[src/rtl/x_input_buffer.sv]
// x_input_buffer: FIFO front-end for the series-evaluation controller.
// Buffers producer x samples and their last flags. Each frame is announced
// with a one-cycle start pulse, and the samples are then presented under
// in_valid/ready handshaking. A frame longer than MAX_FRAME sets a sticky
// error.
// Optional feature: define XBUF_PEAK_EN to add the 'peak' occupancy output.
module x_input_buffer #(
  parameter int WIDTH     = 16,
  parameter int DEPTH     = 8,
  parameter int MAX_FRAME = 16
) (
  input  logic                   clk,
  input  logic                   rst,
  input  logic                   s_valid,
  input  logic [WIDTH-1:0]       s_data,
  input  logic                   s_last,
  output logic                   s_ready,
  output logic                   start,
  output logic                   in_valid,
  output logic [WIDTH-1:0]       x_data,
  output logic                   x_last,
  input  logic                   ready,
  output logic [$clog2(DEPTH):0] count,
  output logic                   error
`ifdef XBUF_PEAK_EN
  ,
  output logic [$clog2(DEPTH):0] peak
`endif
);

  localparam int AW  = $clog2(DEPTH);
  localparam int CW  = AW + 1;
  localparam int FCW = (MAX_FRAME > 1) ? $clog2(MAX_FRAME) : 1;

  typedef enum logic [1:0] {
    ST_IDLE   = 2'd0,
    ST_SOF    = 2'd1,
    ST_STREAM = 2'd2
  } state_t;

  // Storage: each entry is {last, data}
  logic [WIDTH:0]  mem_q [DEPTH];
  logic [AW-1:0]   wr_ptr_q, wr_ptr_d;
  logic [AW-1:0]   rd_ptr_q, rd_ptr_d;
  logic [CW-1:0]   count_q, count_d;
  state_t          state_q, state_d;
  logic [FCW-1:0]  fc_q, fc_d;
  logic            error_q, error_d;
  logic            start_q, start_d;
  logic            in_valid_q, in_valid_d;
  logic            push_s, pop_s;
  logic            head_last_s;

  assign s_ready     = (count_q != CW'(DEPTH));
  assign head_last_s = mem_q[rd_ptr_q][WIDTH];
  assign start       = start_q;
  assign in_valid    = in_valid_q;
  assign x_data      = mem_q[rd_ptr_q][WIDTH-1:0];
  assign x_last      = head_last_s;
  assign count       = count_q;
  assign error       = error_q;

  // Next-state logic for pointers, occupancy, framing FSM and error flag
  always_comb begin
    push_s   = s_valid && s_ready;
    pop_s    = in_valid_q && ready;
    wr_ptr_d = wr_ptr_q;
    rd_ptr_d = rd_ptr_q;
    count_d  = count_q;
    state_d  = state_q;
    fc_d     = fc_q;
    error_d  = error_q;

    if (push_s) begin
      wr_ptr_d = wr_ptr_q + AW'(1);
    end else begin
      wr_ptr_d = wr_ptr_q;
    end

    if (pop_s) begin
      rd_ptr_d = rd_ptr_q + AW'(1);
    end else begin
      rd_ptr_d = rd_ptr_q;
    end

    case ({push_s, pop_s})
      2'b10:   count_d = count_q + CW'(1);
      2'b01:   count_d = count_q - CW'(1);
      default: count_d = count_q;
    endcase

    case (state_q)
      ST_IDLE: begin
        if (count_q != {CW{1'b0}}) begin
          state_d = ST_SOF;
        end else begin
          state_d = ST_IDLE;
        end
      end
      ST_SOF: begin
        state_d = ST_STREAM;
        fc_d    = {FCW{1'b0}};
      end
      ST_STREAM: begin
        if (pop_s) begin
          if (head_last_s) begin
            state_d = ST_IDLE;
          end else if (fc_q == FCW'(MAX_FRAME - 1)) begin
            // Over-long frame: flag it and treat this sample as the last one
            error_d = 1'b1;
            state_d = ST_IDLE;
          end else begin
            fc_d = fc_q + FCW'(1);
          end
        end else begin
          state_d = ST_STREAM;
        end
      end
      default: begin
        state_d = ST_IDLE;
      end
    endcase

    start_d    = (state_d == ST_SOF);
    in_valid_d = (state_d == ST_STREAM) && (count_d != {CW{1'b0}});
  end

  // Control registers with synchronous reset
  always_ff @(posedge clk) begin
    if (rst) begin
      wr_ptr_q   <= {AW{1'b0}};
      rd_ptr_q   <= {AW{1'b0}};
      count_q    <= {CW{1'b0}};
      state_q    <= ST_IDLE;
      fc_q       <= {FCW{1'b0}};
      error_q    <= 1'b0;
      start_q    <= 1'b0;
      in_valid_q <= 1'b0;
    end else begin
      wr_ptr_q   <= wr_ptr_d;
      rd_ptr_q   <= rd_ptr_d;
      count_q    <= count_d;
      state_q    <= state_d;
      fc_q       <= fc_d;
      error_q    <= error_d;
      start_q    <= start_d;
      in_valid_q <= in_valid_d;
    end
  end

  // Sample storage write port; contents need no reset because the pointers gate validity
  always_ff @(posedge clk) begin
    if (push_s) begin
      mem_q[wr_ptr_q] <= {s_last, s_data};
    end
  end

`ifdef XBUF_PEAK_EN
  logic [CW-1:0] peak_q, peak_d;

  assign peak = peak_q;

  // Track the highest registered occupancy seen since reset
  always_comb begin
    if (count_q > peak_q) begin
      peak_d = count_q;
    end else begin
      peak_d = peak_q;
    end
  end

  // Peak register with synchronous reset
  always_ff @(posedge clk) begin
    if (rst) begin
      peak_q <= {CW{1'b0}};
    end else begin
      peak_q <= peak_d;
    end
  end
`endif

endmodule
[config.mk]
export PLATFORM = sky130hd
export DESIGN_NAME = x_input_buffer
export DESIGN_NICKNAME = d
export VERILOG_FILES = /design/src/rtl/x_input_buffer.sv
export SDC_FILE = /design/constraint.sdc
export NUM_CORES = 1
export LEC_CHECK = 0
export BUFFER_PORTS_ARGS = -buffer_cell sky130_fd_sc_hd__buf_2
export CORE_MARGIN = 4
export CORE_UTILIZATION = 47
export CTS_CLUSTER_DIAMETER = 30
export DETAILED_ROUTE_END_ITERATION = 12
export PLACE_DENSITY_LB_ADDON = 0.05
export RECOVER_POWER = 50
export SETUP_SLACK_MARGIN = 0.1
export SYNTH_ARGS = -nofsm -noshare
export SYNTH_HDL_FRONTEND = slang
export SYNTH_SLANG_ARGS = --single-unit
[constraint.sdc]
create_clock -name clk -period 3.85 [get_ports clk]
set_input_delay 0.77 -clock clk [delete_from_list [all_inputs] [get_ports clk]]
set_output_delay 0.77 -clock clk [all_outputs]
set_load 0.02 [all_outputs]
==> impl_metrics.xml <==
<?xml version="1.0" encoding="UTF-8"?>
<metrics>
  <group name="status">
    <metric name="status" unit="">finished clean</metric>
  </group>
  <group name="placed_design">
    <metric name="hpwl_detailed" unit="um">6460</metric>
    <metric name="gp_congestion" unit="">0.707</metric>
    <metric name="portBuffers" unit="">45</metric>
    <metric name="placement.cell_area" unit="mm2">0.00666</metric>
  </group>
  <group name="cts">
    <metric name="tritoncts" unit="">done</metric>
    <metric name="clock_sinks" unit="">158</metric>
    <metric name="cts_root_buffer" unit="">clkbuf_16</metric>
    <metric name="cts_max_path_buffers" unit="">2</metric>
    <metric name="clk-insertion-delay-late" unit="ns">0.41</metric>
    <metric name="post_cts_resize_count" unit="">0</metric>
    <metric name="cts-hold-fix-buffers" unit="">0</metric>
    <metric name="cts-htree-levels" unit="">4</metric>
    <metric name="cts_made_buffers" unit="">17</metric>
    <metric name="clock_pin_slew_on_the_worst_setup_and_hold_paths" unit="ns">0.05</metric>
    <metric name="post_cts.repair.setup_buffers" unit="">0</metric>
  </group>
  <group name="routing">
    <metric name="viasPerCell" unit="">5.35</metric>
    <metric name="num_vias" unit="">3017</metric>
    <metric name="drt_first_iter_violations" unit="">215</metric>
    <metric name="post_drt_wl_per_cell" unit="um">19.8</metric>
    <metric name="route.antenna.remaining_nets" unit="">0</metric>
    <metric name="drt_pre_antenna_iters" unit="">4</metric>
    <metric name="finalWirelength" unit="um">11100</metric>
    <metric name="detail_route.drc_violations" unit="">0</metric>
  </group>
  <group name="die">
    <metric name="chipWidth" unit="um">122</metric>
    <metric name="initial_utilization" unit="%">48.4</metric>
    <metric name="dieHeight" unit="um">122</metric>
    <metric name="top_level_ports" unit="">46</metric>
    <metric name="core.rowCount" unit="">41</metric>
    <metric name="fp.dieArea" unit="mm2">0.0150</metric>
    <metric name="placeableCoreArea" unit="mm2">0.0127</metric>
  </group>
  <group name="timing">
    <metric name="worst_slew_margin_rel" unit="%">63.6</metric>
    <metric name="clock_skew" unit="ns">0.0110</metric>
    <metric name="slew_viol_final" unit="">0</metric>
    <metric name="hold_viol_final" unit="">0</metric>
    <metric name="rsz0062_at_grt" unit="">false</metric>
    <metric name="tightest_slew" unit="ns">0.546</metric>
    <metric name="period_needed" unit="ns">3.14</metric>
    <metric name="totalNegativeSetupSlack" unit="ns">0</metric>
    <metric name="finalSetupViolations" unit="">0</metric>
    <metric name="maximum_clock_frequency" unit="MHz">319</metric>
    <metric name="timing.final.crit_share" unit="%">81.5</metric>
  </group>
  <group name="setup_path">
    <metric name="critical_path.startpoint_type" unit="">flop</metric>
    <metric name="worst-endpoint-arrival" unit="ns">2.37</metric>
    <metric name="cp-end-kind" unit="">output pin</metric>
    <metric name="worst-setup-path-type" unit="">flop to output pin</metric>
    <metric name="critical_path_required" unit="ns">3.08</metric>
    <metric name="crit_path_max_fanout" unit="">22</metric>
  </group>
  <group name="cells_and_area">
    <metric name="fill_cells" unit="">1027</metric>
    <metric name="antennaDiodeCount" unit="">0</metric>
    <metric name="areaGrowthSynthToFinish" unit="%">16.9</metric>
    <metric name="drive_above_1_share" unit="%">31.6</metric>
    <metric name="layout.nets" unit="">406</metric>
    <metric name="stdcell_area" unit="mm2">0.00719</metric>
    <metric name="ff_latch_area" unit="mm2">0.00453</metric>
    <metric name="multiInputGateArea" unit="mm2">0.00158</metric>
  </group>
  <group name="worst_hold_path">
    <metric name="worst_hold_path_type" unit="">flop to flop</metric>
  </group>
  <group name="synthesis">
    <metric name="synth_enable_flop_cells" unit="">136</metric>
    <metric name="synth_area_per_cell" unit="um2">19.4</metric>
    <metric name="mapped_area" unit="mm2">0.00615</metric>
    <metric name="synth.net_count" unit="">344</metric>
    <metric name="yosys_register_bits" unit="">158</metric>
    <metric name="synth-warning-count" unit="">0</metric>
    <metric name="ys.flop_type" unit="">edfxtp_1</metric>
    <metric name="postSynth.asyncResetShare" unit="%">0</metric>
    <metric name="netlist-cell-type-count" unit="">38</metric>
    <metric name="synth-seq-area-share" unit="%">73.5</metric>
    <metric name="syn_inst_count" unit="">317</metric>
  </group>
  <group name="job">
    <metric name="max_cap_viol_count" unit="">0</metric>
  </group>
  <group name="global_route">
    <metric name="global_route_usage_over_all_layers" unit="%">16.3</metric>
    <metric name="grt_start_max_net_pins" unit="">34</metric>
    <metric name="vias_in_the_first_global_route" unit="">3097</metric>
    <metric name="grt-ovfl-total" unit="">0</metric>
    <metric name="grt_pass1_wl" unit="um">17600</metric>
    <metric name="grt_antenna_before_repair" unit="">0</metric>
  </group>
  <group name="power_and_ir_drop">
    <metric name="fin_total_pwr" unit="mW">3.86</metric>
    <metric name="pwr_density_cell" unit="mW/mm2">536</metric>
    <metric name="max-vdd-ir-drop" unit="mV">0.283</metric>
    <metric name="static-leakage-power" unit="nW">2.39</metric>
  </group>
</metrics>
-- metal layers --
metal  GRT usage [%]  share of wire (%)
met1            22.1                 46
met2            25.1                 49
met4            6.44                1.2
met3            4.70                3.4
met5               0                  0
-- kinds of logic after synthesis --
group / share of synthesized area (%)
and+or+nand+nor: 4.29
adders and majority gates: 1.22
xor gates and xnor gates: 1.28
DFF: 73.5
buffers and inverters: 1.22
muxes: 16.2
AOI/OAI and AO/OA: 2.28
-- area by class of cell --
cell class | count | share of cell area (%)
Sequential cell | 158 | 62.9
Tap cell | 172 | 2.99
Clock buffer | 26 | 7.08
Multi-Input combinational cell | 142 | 21.9
Inverter | 4 | 0.209
Timing Repair Buffer | 56 | 4.09
Clock inverter | 6 | 0.800
-- worst max-delay path: stages, from the launching register on --
cell and delay [ns]:
dfxtp_2 0.67, buf_12 0.29, mux4_2 0.55, mux2_2 0.27
buf_2 0.16
-- cell usage after synthesis (2+ instances only) --
master	number	area [um2]
nor3_1	6	30.0
nand2_1	13	48.8
a31oi_1	2	12.5
nand3_1	4	20.0
mux2_1	2	22.5
inv_1	4	15.0
xnor2_1	2	17.5
dfxtp_1	22	440
a41oi_1	2	17.5
xor2_1	7	61.3
mux2i_1	2	20.0
nor2_1	18	67.6
a2111oi_0	2	17.5
mux2_4	2	30.0
mux4_2	33	743
edfxtp_1	136	4080
mux2_2	16	180
buf_2	3	15.0
a21oi_1	4	20.0
buf_1	2	7.51
nand2b_1	6	37.5
clkbuf_1	7	26.3
o31ai_1	2	15.0
ha_1	6	75.1
-- placed cells by master, fill, tap and decap left out, types with 3 or more instances in the layout --
cell type  netlist  final
a21oi_1          4      4
buf_2            3     24
buf_4            0     10
clkbuf_1         7     25
clkbuf_16        0     17
clkbuf_8         0      5
clkinv_2         0      4
dfxtp_1         22     21
edfxtp_1       136    136
ha_1             6      6
inv_1            4      4
mux2_2          16     16
mux4_2          33     33
nand2_1         13     13
nand2b_1         6      6
nand3_1          4      4
nor2_1          18     17
nor3_1           6      3
nor3_2           0      3
xor2_1           7      7
-- report_power, final --
| group | switching [mW] | internal (mW) |
|---|---|---|
| Sequential | 0.0403 | 1.92 |
| Combinational | 0.180 | 0.142 |
| Clock | 0.604 | 0.971 |
-- stage by stage --
step | std cells | setup slack, ns | util (%) | hold slack [ns]
6_report | 564 | 0.713 | 56.6 | 0.484
5_1_grt | 564 | 0.562 | 56.6 | 0.497
4_1_cts | 564 | 0.639 | 56.8 | 0.485
3_5_place_dp | 532 | 1.09 | 52.4 | 0.468
3_3_place_gp | 532 | 1.09 | 52.4 | 0.456
2_1_floorplan | 317 | 0.581 | - | 0.448
-- path summary, 6_finish.rpt --
| check | from | to | slack (ns) | cells after the start |
|---|---|---|---|---|
| min | rd_ptr_q[1] | flop | 0.48 | 2 |
| min reg2reg | rd_ptr_q[1] | flop | 0.48 | 2 |
| max reg2reg | count[1] | in_valid | 1.16 | 9 |
| max | flop | x_data[8] | 0.71 | 4 |
-- registers in the layout (all words and copies together), names as in the netlist, named ones only --
name,count
mem_q,136
count,4
fc_q,4
rd_ptr_q,3
wr_ptr_q,3
state_q,2
error,1
in_valid,1
start,1
(Power assumes the default switching activity.)
